$ cat src/rtl/add_share_arb.sv
`default_nettype none
// ============================================================================
//  Module   : add_share_arb
//  Purpose  : Round-robin arbiter / sequencer sharing one external registered
//             adder (enable-gated, one-cycle latency) among NREQ requesters.
//             Each issued operation is tagged with its requester id and the
//             adder result is returned on a single backpressured response
//             channel. A saturating counter tracks accepted overflow results.
//  Revision : 1.0  initial release
// ----------------------------------------------------------------------------
//  Ports
//    clk        in   1        system clock, rising edge
//    reset      in   1        asynchronous active-high reset
//    req_valid  in   NREQ     per-requester request valid
//    req_a      in   NREQ*W   operand A, requester i at [i*W +: W]
//    req_b      in   NREQ*W   operand B, same packing
//    req_ready  out  NREQ     one-hot grant
//    add_in1    out  W        adder operand 1
//    add_in2    out  W        adder operand 2
//    add_en     out  1        adder enable
//    add_sum    in   W        adder registered sum
//    add_overf  in   1        adder registered signed overflow
//    rsp_valid  out  1        response valid
//    rsp_ready  in   1        response consumer ready
//    rsp_id     out  IDW      requester index of current response
//    rsp_sum    out  W        response sum (adder pass-through)
//    rsp_overf  out  1        response overflow (adder pass-through)
//    ovf_cnt    out  CNTW     saturating count of accepted overflow results
//    ovf_clr    in   1        synchronous clear of ovf_cnt (beats increment)
// ============================================================================
module add_share_arb #(
   parameter int NREQ = 4,
   parameter int W    = 16,
   parameter int IDW  = 2,
   parameter int CNTW = 8
) (
   input  logic              clk,
   input  logic              reset,
   input  logic [NREQ-1:0]   req_valid,
   input  logic [NREQ*W-1:0] req_a,
   input  logic [NREQ*W-1:0] req_b,
   output logic [NREQ-1:0]   req_ready,
   output logic [W-1:0]      add_in1,
   output logic [W-1:0]      add_in2,
   output logic              add_en,
   input  logic [W-1:0]      add_sum,
   input  logic              add_overf,
   output logic              rsp_valid,
   input  logic              rsp_ready,
   output logic [IDW-1:0]    rsp_id,
   output logic [W-1:0]      rsp_sum,
   output logic              rsp_overf,
   output logic [CNTW-1:0]   ovf_cnt,
   input  logic              ovf_clr
);

   localparam int NID = 2 ** IDW;

   // ------------------------------------------------------------------------
   // State
   // ------------------------------------------------------------------------
   logic [IDW-1:0]  ptr_q,       ptr_d;
   logic            rsp_valid_q, rsp_valid_d;
   logic [IDW-1:0]  rsp_id_q,    rsp_id_d;
   logic [CNTW-1:0] ovf_cnt_q,   ovf_cnt_d;

   // ------------------------------------------------------------------------
   // Combinational arbitration
   // ------------------------------------------------------------------------
   logic [NID-1:0]  valid_ext;
   logic [IDW:0]    scan_idx;
   logic            grant_found;
   logic [IDW-1:0]  grant_idx;
   logic            can_issue;
   logic            issue;
   logic            rsp_accept;

   // The adder register is the only result storage, so a new operation may
   // only start when the current response leaves (or none is held).
   assign can_issue  = !rsp_valid_q || rsp_ready;
   assign rsp_accept = rsp_valid_q && rsp_ready;

   always_comb begin
      // Pad the valid vector to the full id space so the scan index can be
      // used directly without an out-of-range select.
      valid_ext              = '0;
      valid_ext[NREQ-1:0]    = req_valid;
      scan_idx               = '0;
      grant_found            = 1'b0;
      grant_idx              = '0;
      for (int k = 0; k < NREQ; k++) begin
         // ptr_q < NREQ and k < NREQ, so one conditional subtract wraps it.
         scan_idx = {1'b0, ptr_q} + (IDW+1)'(k);
         if (scan_idx >= (IDW+1)'(NREQ)) begin
            scan_idx = scan_idx - (IDW+1)'(NREQ);
         end
         if (!grant_found && valid_ext[scan_idx[IDW-1:0]]) begin
            grant_found = 1'b1;
            grant_idx   = scan_idx[IDW-1:0];
         end
      end
   end

   // Grants are suppressed while reset is asserted so the handshake outputs
   // read as idle even though they are combinational.
   assign issue = !reset && can_issue && grant_found;

   // Grant vector and operand mux; operands are forced to zero when idle.
   always_comb begin
      req_ready = '0;
      add_in1   = '0;
      add_in2   = '0;
      for (int i = 0; i < NREQ; i++) begin
         if (issue && (grant_idx == IDW'(i))) begin
            req_ready[i] = 1'b1;
            add_in1      = req_a[i*W +: W];
            add_in2      = req_b[i*W +: W];
         end
      end
   end

   assign add_en = issue;

   // ------------------------------------------------------------------------
   // Next-state logic
   // ------------------------------------------------------------------------
   always_comb begin
      ptr_d       = ptr_q;
      rsp_valid_d = rsp_valid_q;
      rsp_id_d    = rsp_id_q;
      ovf_cnt_d   = ovf_cnt_q;

      if (issue) begin
         rsp_valid_d = 1'b1;
         rsp_id_d    = grant_idx;
         if (grant_idx == IDW'(NREQ-1)) begin
            ptr_d = '0;
         end else begin
            ptr_d = grant_idx + 1'b1;
         end
      end else if (rsp_ready) begin
         rsp_valid_d = 1'b0;
      end

      if (ovf_clr) begin
         ovf_cnt_d = '0;
      end else if (rsp_accept && add_overf && (ovf_cnt_q != {CNTW{1'b1}})) begin
         ovf_cnt_d = ovf_cnt_q + 1'b1;
      end
   end

   // ------------------------------------------------------------------------
   // State registers
   // ------------------------------------------------------------------------
   always_ff @(posedge clk or posedge reset) begin
      if (reset) begin
         ptr_q       <= '0;
         rsp_valid_q <= 1'b0;
         rsp_id_q    <= '0;
         ovf_cnt_q   <= '0;
      end else begin
         ptr_q       <= ptr_d;
         rsp_valid_q <= rsp_valid_d;
         rsp_id_q    <= rsp_id_d;
         ovf_cnt_q   <= ovf_cnt_d;
      end
   end

   // ------------------------------------------------------------------------
   // Outputs
   // ------------------------------------------------------------------------
   // Stale adder contents after reset are harmless: rsp_valid gates them.
   assign rsp_valid = rsp_valid_q;
   assign rsp_id    = rsp_id_q;
   assign rsp_sum   = add_sum;
   assign rsp_overf = add_overf;
   assign ovf_cnt   = ovf_cnt_q;

endmodule

`default_nettype wire

$ cat config.mk
export PLATFORM = sky130hd
export DESIGN_NAME = add_share_arb
export DESIGN_NICKNAME = d
export VERILOG_FILES = /design/src/rtl/add_share_arb.sv
export SDC_FILE = /design/constraint.sdc
export NUM_CORES = 1
export LEC_CHECK = 0
export ABC_AREA = 1
export BUFFER_PORTS_ARGS = -buffer_cell sky130_fd_sc_hd__buf_2
export CAP_MARGIN = 0
export CORE_ASPECT_RATIO = 0.9
export CORE_MARGIN = 2
export CORE_UTILIZATION = 45
export DETAILED_ROUTE_END_ITERATION = 8
export GPL_TIMING_DRIVEN = 0
export HOLD_SLACK_MARGIN = 0.05
export PLACE_DENSITY = 0.89
export REMOVE_ABC_BUFFERS = 1
export SLEW_MARGIN = 10
export SYNTH_ARGS = -nofsm -noshare
export SYNTH_HDL_FRONTEND = slang
export SYNTH_SLANG_ARGS = --single-unit
$ cat constraint.sdc
create_clock -name clk -period 10.2 [get_ports clk]
set_input_delay 2.04 -clock clk [delete_from_list [all_inputs] [get_ports clk]]
set_output_delay 2.04 -clock clk [all_outputs]
set_load 0.02 [all_outputs]
==> results of run 1 <==
==> power breakdown <==
group	switching (W)	internal, W	leakage, nW
logic	0.000971	0.000422	2.32
clock network	0.0000175	0.0000275	0.0228
registers	0.0000103	0.0000625	0.171
==> worst min-delay path by stage <==
stage / to / slack [ns] / cells after the start
floorplan: ovf_cnt[4] / 0.59 / 1
global placement: rsp_id[1] / 0.47 / 2
detailed placement: ovf_cnt[4] / 0.49 / 1
CTS: ovf_cnt[4] / 0.50 / 1
global route: ovf_cnt[4] / 0.53 / 1
finish: ovf_cnt[4] / 0.50 / 1
==> cells in the mapped netlist, types with 2 or more instances <==
cell type	number	area share
nand2_1	169	0.21
inv_1	101	0.13
nand4_1	98	0.21
nor2_1	42	0.053
nand3_1	41	0.069
clkbuf_1	25	0.032
buf_4	18	0.045
clkinv_1	16	0.020
buf_2	14	0.024
dfrtp_1	13	0.11
a21oi_1	7	0.012
o21ai_0	7	0.012
ha_1	5	0.021
buf_6	3	0.011
inv_2	3	0.0038
nor3_1	2	0.0034
xor2_1	2	0.0059
==> logic make-up after synthesis <==
family          share of synthesized area
fa+ha+maj                         0.02106
compound gates                    0.03370
xor+xnor                         0.005898
flops                              0.1095
simple gates                       0.5649
buf+inv                            0.2650
==> layer usage <==
metal | vias up | track usage
li1 | 2083 | -
met1 | 1781 | 0.2742
met2 | 181 | 0.4213
met3 | 10 | 0.05285
met4 | 2 | 0.04179
met5 | - | 0.05303
==> area by class of cell <==
class                   instances  area, um2  area share
repair buffers                188      985.9      0.2598
flip-flops and latches         13      325.3     0.08572
clock buffers                   4      45.04     0.01187
well taps                      90      112.6     0.02967
inverters                     120      450.4      0.1187
multi-input cells             383       1876      0.4942
==> worst max-delay path: cells and delay by family <==
| family | cells | cell delay (ns) |
|---|---|---|
| buffers and inverters | 3 | 0.32 |
| AND/OR/NAND/NOR | 10 | 3.04 |
| adder cells (fa/ha/maj) | 1 | 1.07 |
==> flip-flops by register name, summed over array words and instances (netlist names) <==
| signal | flops |
|---|---|
| ovf_cnt | 8 |
| ptr_q | 2 |
| rsp_id | 2 |
| rsp_valid | 1 |
==> per-stage QoR <==
stage	total power [W]	TNS (ns)	hold WS [ns]	instances	area, um2
2_1_floorplan	0.001039	0	0.5875	516	2634
3_3_place_gp	0.001403	-35.54	0.4658	791	3672
3_5_place_dp	0.001459	0	0.4897	794	3742
4_1_cts	0.001506	0	0.4964	798	3787
5_1_grt	0.001664	0	0.5310	798	3795
6_report	0.001511	0	0.5017	798	3795
==> results_dict.tcl, run 1 <==
set metrics [dict create \
    run_status "finished clean" \
    core_mm2 0.006481 \
    fin_skew_ns 0.006920 \
    post-route-period-util 0.8364 \
    async_flop_share 1.000 \
    place_congestion 0.9503 \
    ant_nets 0 \
    die-area_mm2 0.007268 \
    r2r-start "ptr_q[0]" \
    max_stage_delay_ns 1.07 \
    htreeDepth 1 \
    arrival_ns 6.49 \
    mostFrequentLayoutCells "buf_2 (185), nand2_1 (169), inv_1 (101)" \
    syn_area_per_cell_um2 5.148 \
    highest_layer "met5" \
    grt_max_degree 101 \
    grt_pass1_vias 3404 \
    drt_iter0_drc 182 \
    antenna_found_initial 0 \
    drc_errors 0 \
    fin_nets 867 \
    cts-root-buf "clkbuf_8" \
    wl_met1_um 4046 \
    die_w_um 89.64 \
    clock_latency_ns 0.24 \
    hold_viol 0 \
    rsz0062_at_grt "false" \
    fillCellCount 622 \
    min_period_ns 8.531 \
    max_clock_freq_mhz 117.2 \
    synth_edf_count 0 \
    syn_inst 577 \
    cts_setup_buffers 0 \
    cts_max_path_buffers 2 \
    numCtsBuffers 3 \
    portBuffers 185 \
    grt.total_usage 0.2318 \
    ios 218 \
    seq_area_frac_synth 0.1095 \
    yosys_warnings 0 \
    area_delta_synth_final_pct 27.76 \
    cp_slowest_cell "ha_1" \
    worstRegToRegCells 11 \
    final_max_slew_viol_count 0 \
    cp_common_cell "nand2_1" \
    final-setup-viol-count 0 \
    synth_area_mm2 0.002970 \
    insertedDiodeCount 0 \
    vdd_drop_max_mv 0.3983 \
    crit_type "in -> out" \
    clk_pin_slew_worst_paths_ns 0.05 \
    slew_headroom 0.1459 \
    hp-class "reg -> reg" \
    cp-startpoint "req_valid[3]" \
    num_rows 28 \
    clkSinkCount 13 \
    ctsResizeCount 0 \
    required_ns 8.16 \
    endpoint_kind "primary output" \
    vias 4057 \
    dpl.hpwl_um 6843 \
    cp_cell_sequence "buf_2 > inv_1 > nand2_1 > nand3_1 > nand2_1 > nor2_4 > nand3_4 > nand2_1 > ha_1 > nand3_2 > nand3_1 > nand2_1 > nand2_1 > buf_2" \
    maxCapViolations 0 \
    hp-start "ovf_cnt[4]" \
    drt_first_pass_iters 4 \
    post-route-util 0.5855 \
    die_y_um 81.08 \
    synth_cell_types 28 \
    fin_ws_ns 1.669 \
    grt-ovfl-total 0 \
    critical_path.endpoint "add_in1[0]" \
    postCtsHoldBufs 0 \
    r2r_end "ptr_q[1]" \
    start_kind "input pin" \
    wirelength_um 9567 \
    place_ws_ns 1.170 \
    tightest_slew_ns 1.281 \
    routedWlPerCell_um 11.99 \
    grt_pass1_wl_um 14100 \
    vias_per_cell 5.084 \
    layout_commonest_cell "buf_2" \
    dr_wl_met3_um 766 \
    crit_fanout 100 \
    power.leakage_nw 2.515 \
    ys.flop_type "dfrtp_1" \
    power_density_mw_per_mm2 398.2 \
    ff2ff_setup_slack_ns 7.24 \
    cts_tree "built" \
    synth-seq-cells 13 \
    wl_met2_um 4646 \
    start_util 0.4583 \
    drive_above_1_share 0.2867 \
]
No activity file was read; power rests on OpenSTA's default activity.
==> inputs of run 2 (changes only) <==
--- a/config.mk
+++ b/config.mk
@@ -5,16 +5,16 @@
 export SDC_FILE = /design/constraint.sdc
 export NUM_CORES = 1
 export LEC_CHECK = 0
-export ABC_AREA = 1
+export ABC_AREA = 0
 export BUFFER_PORTS_ARGS = -buffer_cell sky130_fd_sc_hd__buf_2
 export CAP_MARGIN = 0
 export CORE_ASPECT_RATIO = 0.9
 export CORE_MARGIN = 2
-export CORE_UTILIZATION = 45
+export CORE_UTILIZATION = 34
 export DETAILED_ROUTE_END_ITERATION = 8
 export GPL_TIMING_DRIVEN = 0
 export HOLD_SLACK_MARGIN = 0.05
-export PLACE_DENSITY = 0.89
+export PLACE_DENSITY = 0.8
 export REMOVE_ABC_BUFFERS = 1
 export SLEW_MARGIN = 10
 export SYNTH_ARGS = -nofsm -noshare
==> constraint.sdc (replaced) <==
create_clock -name clk -period 7.66 [get_ports clk]
set_input_delay 1.532 -clock clk [delete_from_list [all_inputs] [get_ports clk]]
set_output_delay 1.532 -clock clk [all_outputs]
set_load 0.02 [all_outputs]
==> results_dict.tcl, run 2 <==
set metrics [dict create \
    rsz0062_at_grt "false" \
    post-route-period-util 0.7458 \
    fin_nets 632 \
    clock_latency_ns 0.24 \
    insertedDiodeCount 0 \
    die-area_mm2 0.007234 \
    largest_reg_flops 8 \
    intPower_w 0.0003982 \
    syn_area_per_cell_um2 6.830 \
    grt_pass1_vias 2622 \
    crit_fanout 38 \
    core_mm2 0.006481 \
    postCtsHoldBufs 0 \
    synth_most_common_cell "a21oi_1" \
    r2r_end "ptr_q[1]" \
    hold_viol 0 \
    wl_met2_um 4199 \
    yosys_warnings 0 \
    power_w 0.0008002 \
    combPwrFrac 0.812 \
    cts-root-buf "clkbuf_8" \
    drive_above_1_share 0.4292 \
    p_switching_w 0.0004020 \
    vias 3091 \
    numCtsBuffers 3 \
    dpl.hpwl_um 6156 \
    fin_ws_ns 1.947 \
    antenna_found_initial 0 \
    start_util 0.3446 \
    crit_type "in -> out" \
    switching_share 0.5024 \
    synth_cell_types 40 \
    routedWlPerCell_um 14.61 \
    layout_commonest_cell "buf_2" \
    power_density_mw_per_mm2 254.0 \
    synth_fa_ha_area_frac 0.02801 \
    hold_ws_ns 0.5367 \
    synth-compound-area-share 0.3507 \
    cts_tree "built" \
    cts_setup_buffers 0 \
    dr_wl_met3_um 746 \
    htreeDepth 1 \
    grt_max_degree 44 \
    slew_headroom 0.5210 \
    drc_errors 0 \
    cts_max_path_buffers 2 \
    fin_cells 563 \
    die_w_um 89.43 \
    hp-class "reg -> reg" \
    grt.total_usage 0.1964 \
    grt-ovfl-total 0 \
    place_ws_ns 2.012 \
    portBuffers 185 \
    synth_edf_count 0 \
    wirelength_um 8224 \
    ctsResizeCount 0 \
    area_delta_synth_final_pct 41.06 \
    place_congestion 0.8620 \
    ant_nets 0 \
    synth_top_cell_by_area "a21oi_1" \
    vias_per_cell 5.490 \
    ys_top_cells_by_count "a21oi_1 (66), nand2_1 (38), inv_1 (35)" \
    wl_met1_um 3227 \
    mostFrequentLayoutCells "buf_2 (185), a21oi_1 (66), nand2_1 (38)" \
    die_y_um 80.89 \
    p_seq_frac 0.112 \
    required_ns 6.13 \
    hp-start "rsp_id[1]" \
    worstRegToRegCells 5 \
    hold_end "rsp_id[1]" \
    min_period_ns 5.713 \
    ys.flop_type "dfrtp_1" \
    drt_first_pass_iters 5 \
    final_max_slew_viol_count 0 \
    synth_top_area_share 0.1479 \
    r2r-start "ptr_q[0]" \
    start_kind "input pin" \
    synth_simple_gate_area_frac 0.2801 \
    maxCapViolations 0 \
    tns_ns 0 \
    holdPathStages 2 \
    synth-xor-area-share 0 \
    grt_pass1_wl_um 11580 \
    clk_pin_slew_worst_paths_ns 0.05 \
    endpoint_kind "primary output" \
    highest_layer "met4" \
    max_clock_freq_mhz 175.0 \
    synth-seq-cells 13 \
    arrival_ns 4.18 \
    synthMuxAreaShare 0.02577 \
    vdd_drop_max_mv 0.1280 \
    syn_inst 327 \
    drt_iter0_drc 159 \
    seq_area_frac_synth 0.1457 \
    clkSinkCount 13 \
    synth_area_leaders "a21oi_1 (15%), dfrtp_1 (15%), a221o_1 (14%), nand3b_1 (11%), nand2_1 (6.4%)" \
    synth_top_family_by_area "compound AO/OA/AOI/OAI gates" \
    num_rows 28 \
    dp.cells 559 \
    p_clk_frac 0.076 \
    final-setup-viol-count 0 \
    tightest_slew_ns 0.7186 \
    async_flop_share 1.000 \
    ios 218 \
    synth_area_mm2 0.002233 \
    ff2ff_setup_slack_ns 5.76 \
    power.leakage_nw 1.627 \
    fin_skew_ns 0.002435 \
    run_status "finished clean" \
]
==> run 2: cell count changes after synthesis, sizes merged, moves of 6 or more <==
cell and change:
a21oi +59, a221o +32, buf -12, clkinv -16, inv -68, nand2 -132
nand2b +6, nand3 -38, nand3b +32, nand4 -97, nor2 -37, o21ai -6
==> run 2: cell type report <==
cell class / instances / area, um2
Tap cell: 90 / 112.6
Clock buffer: 4 / 45.04
Sequential cell: 13 / 325.3
Multi-Input combinational cell: 232 / 1539
Fill cell: 633 / 3331
Timing Repair Buffer: 188 / 993.5
Inverter: 36 / 135.1
==> run 2: how the worst max path moves through the flow <==
stage	startpoint	end	slack, ns	cells after the start
after detailed placement	req_valid[0]	add_in1[0]	2.01	10
after floorplan	req_valid[2]	add_in1[0]	1.94	6
after global routing	req_valid[0]	add_in1[0]	1.83	10
after CTS	req_valid[0]	add_in1[0]	2.00	10
after global placement	req_valid[2]	add_in1[0]	1.24	8
final	req_valid[0]	add_in1[0]	1.95	10
==> run 2: logic make-up (layout without fill, tap and decap cells) <==
family,Yosys count,in the layout
AOI/OAI and AO/OA,115,115
and+or+nand+nor,107,107
buffers and inverters,82,228
DFF,13,13
adders and majority gates,5,5
muxes,5,5
==> run 2: routing by layer <==
metal,global-route usage,up-vias
met4,0.04627,0
met3,0.04675,8
met5,0,-
met1,0.2427,1444
met2,0.3430,179
li1,-,1460
==> run 2: power groups by stage <==
| stage | Combinational (W) | Sequential, W | Clock, W |
|---|---|---|---|
| final | 0.000650 | 0.0000894 | 0.0000608 |
| after global routing | 0.000712 | 0.0000905 | 0.0000661 |
| after CTS | 0.000650 | 0.0000891 | 0.0000628 |
| after detailed placement | 0.000647 | 0.0000899 | 0 |
| after global placement | 0.000607 | 0.0000892 | 0 |
| after floorplan | 0.000435 | 0.0000937 | 0 |
==> run 2: through the flow <==
step	util	instance area (um2)
final	0.4861	3151
after global routing	0.4861	3151
after CTS	0.4861	3151
after detailed placement	0.4792	3105
after global placement	0.4672	3028
after floorplan	-	1989
==> run 2: worst max-delay path: stages <==
cell and delay, ns:
buf_2 0.12, or3b_2 0.51, o211ai_1 0.17, or2_2 0.20
ha_2 0.53, buf_16 0.24, a21oi_1 0.09, a221o_1 0.32
a21oi_1 0.23, buf_2 0.22
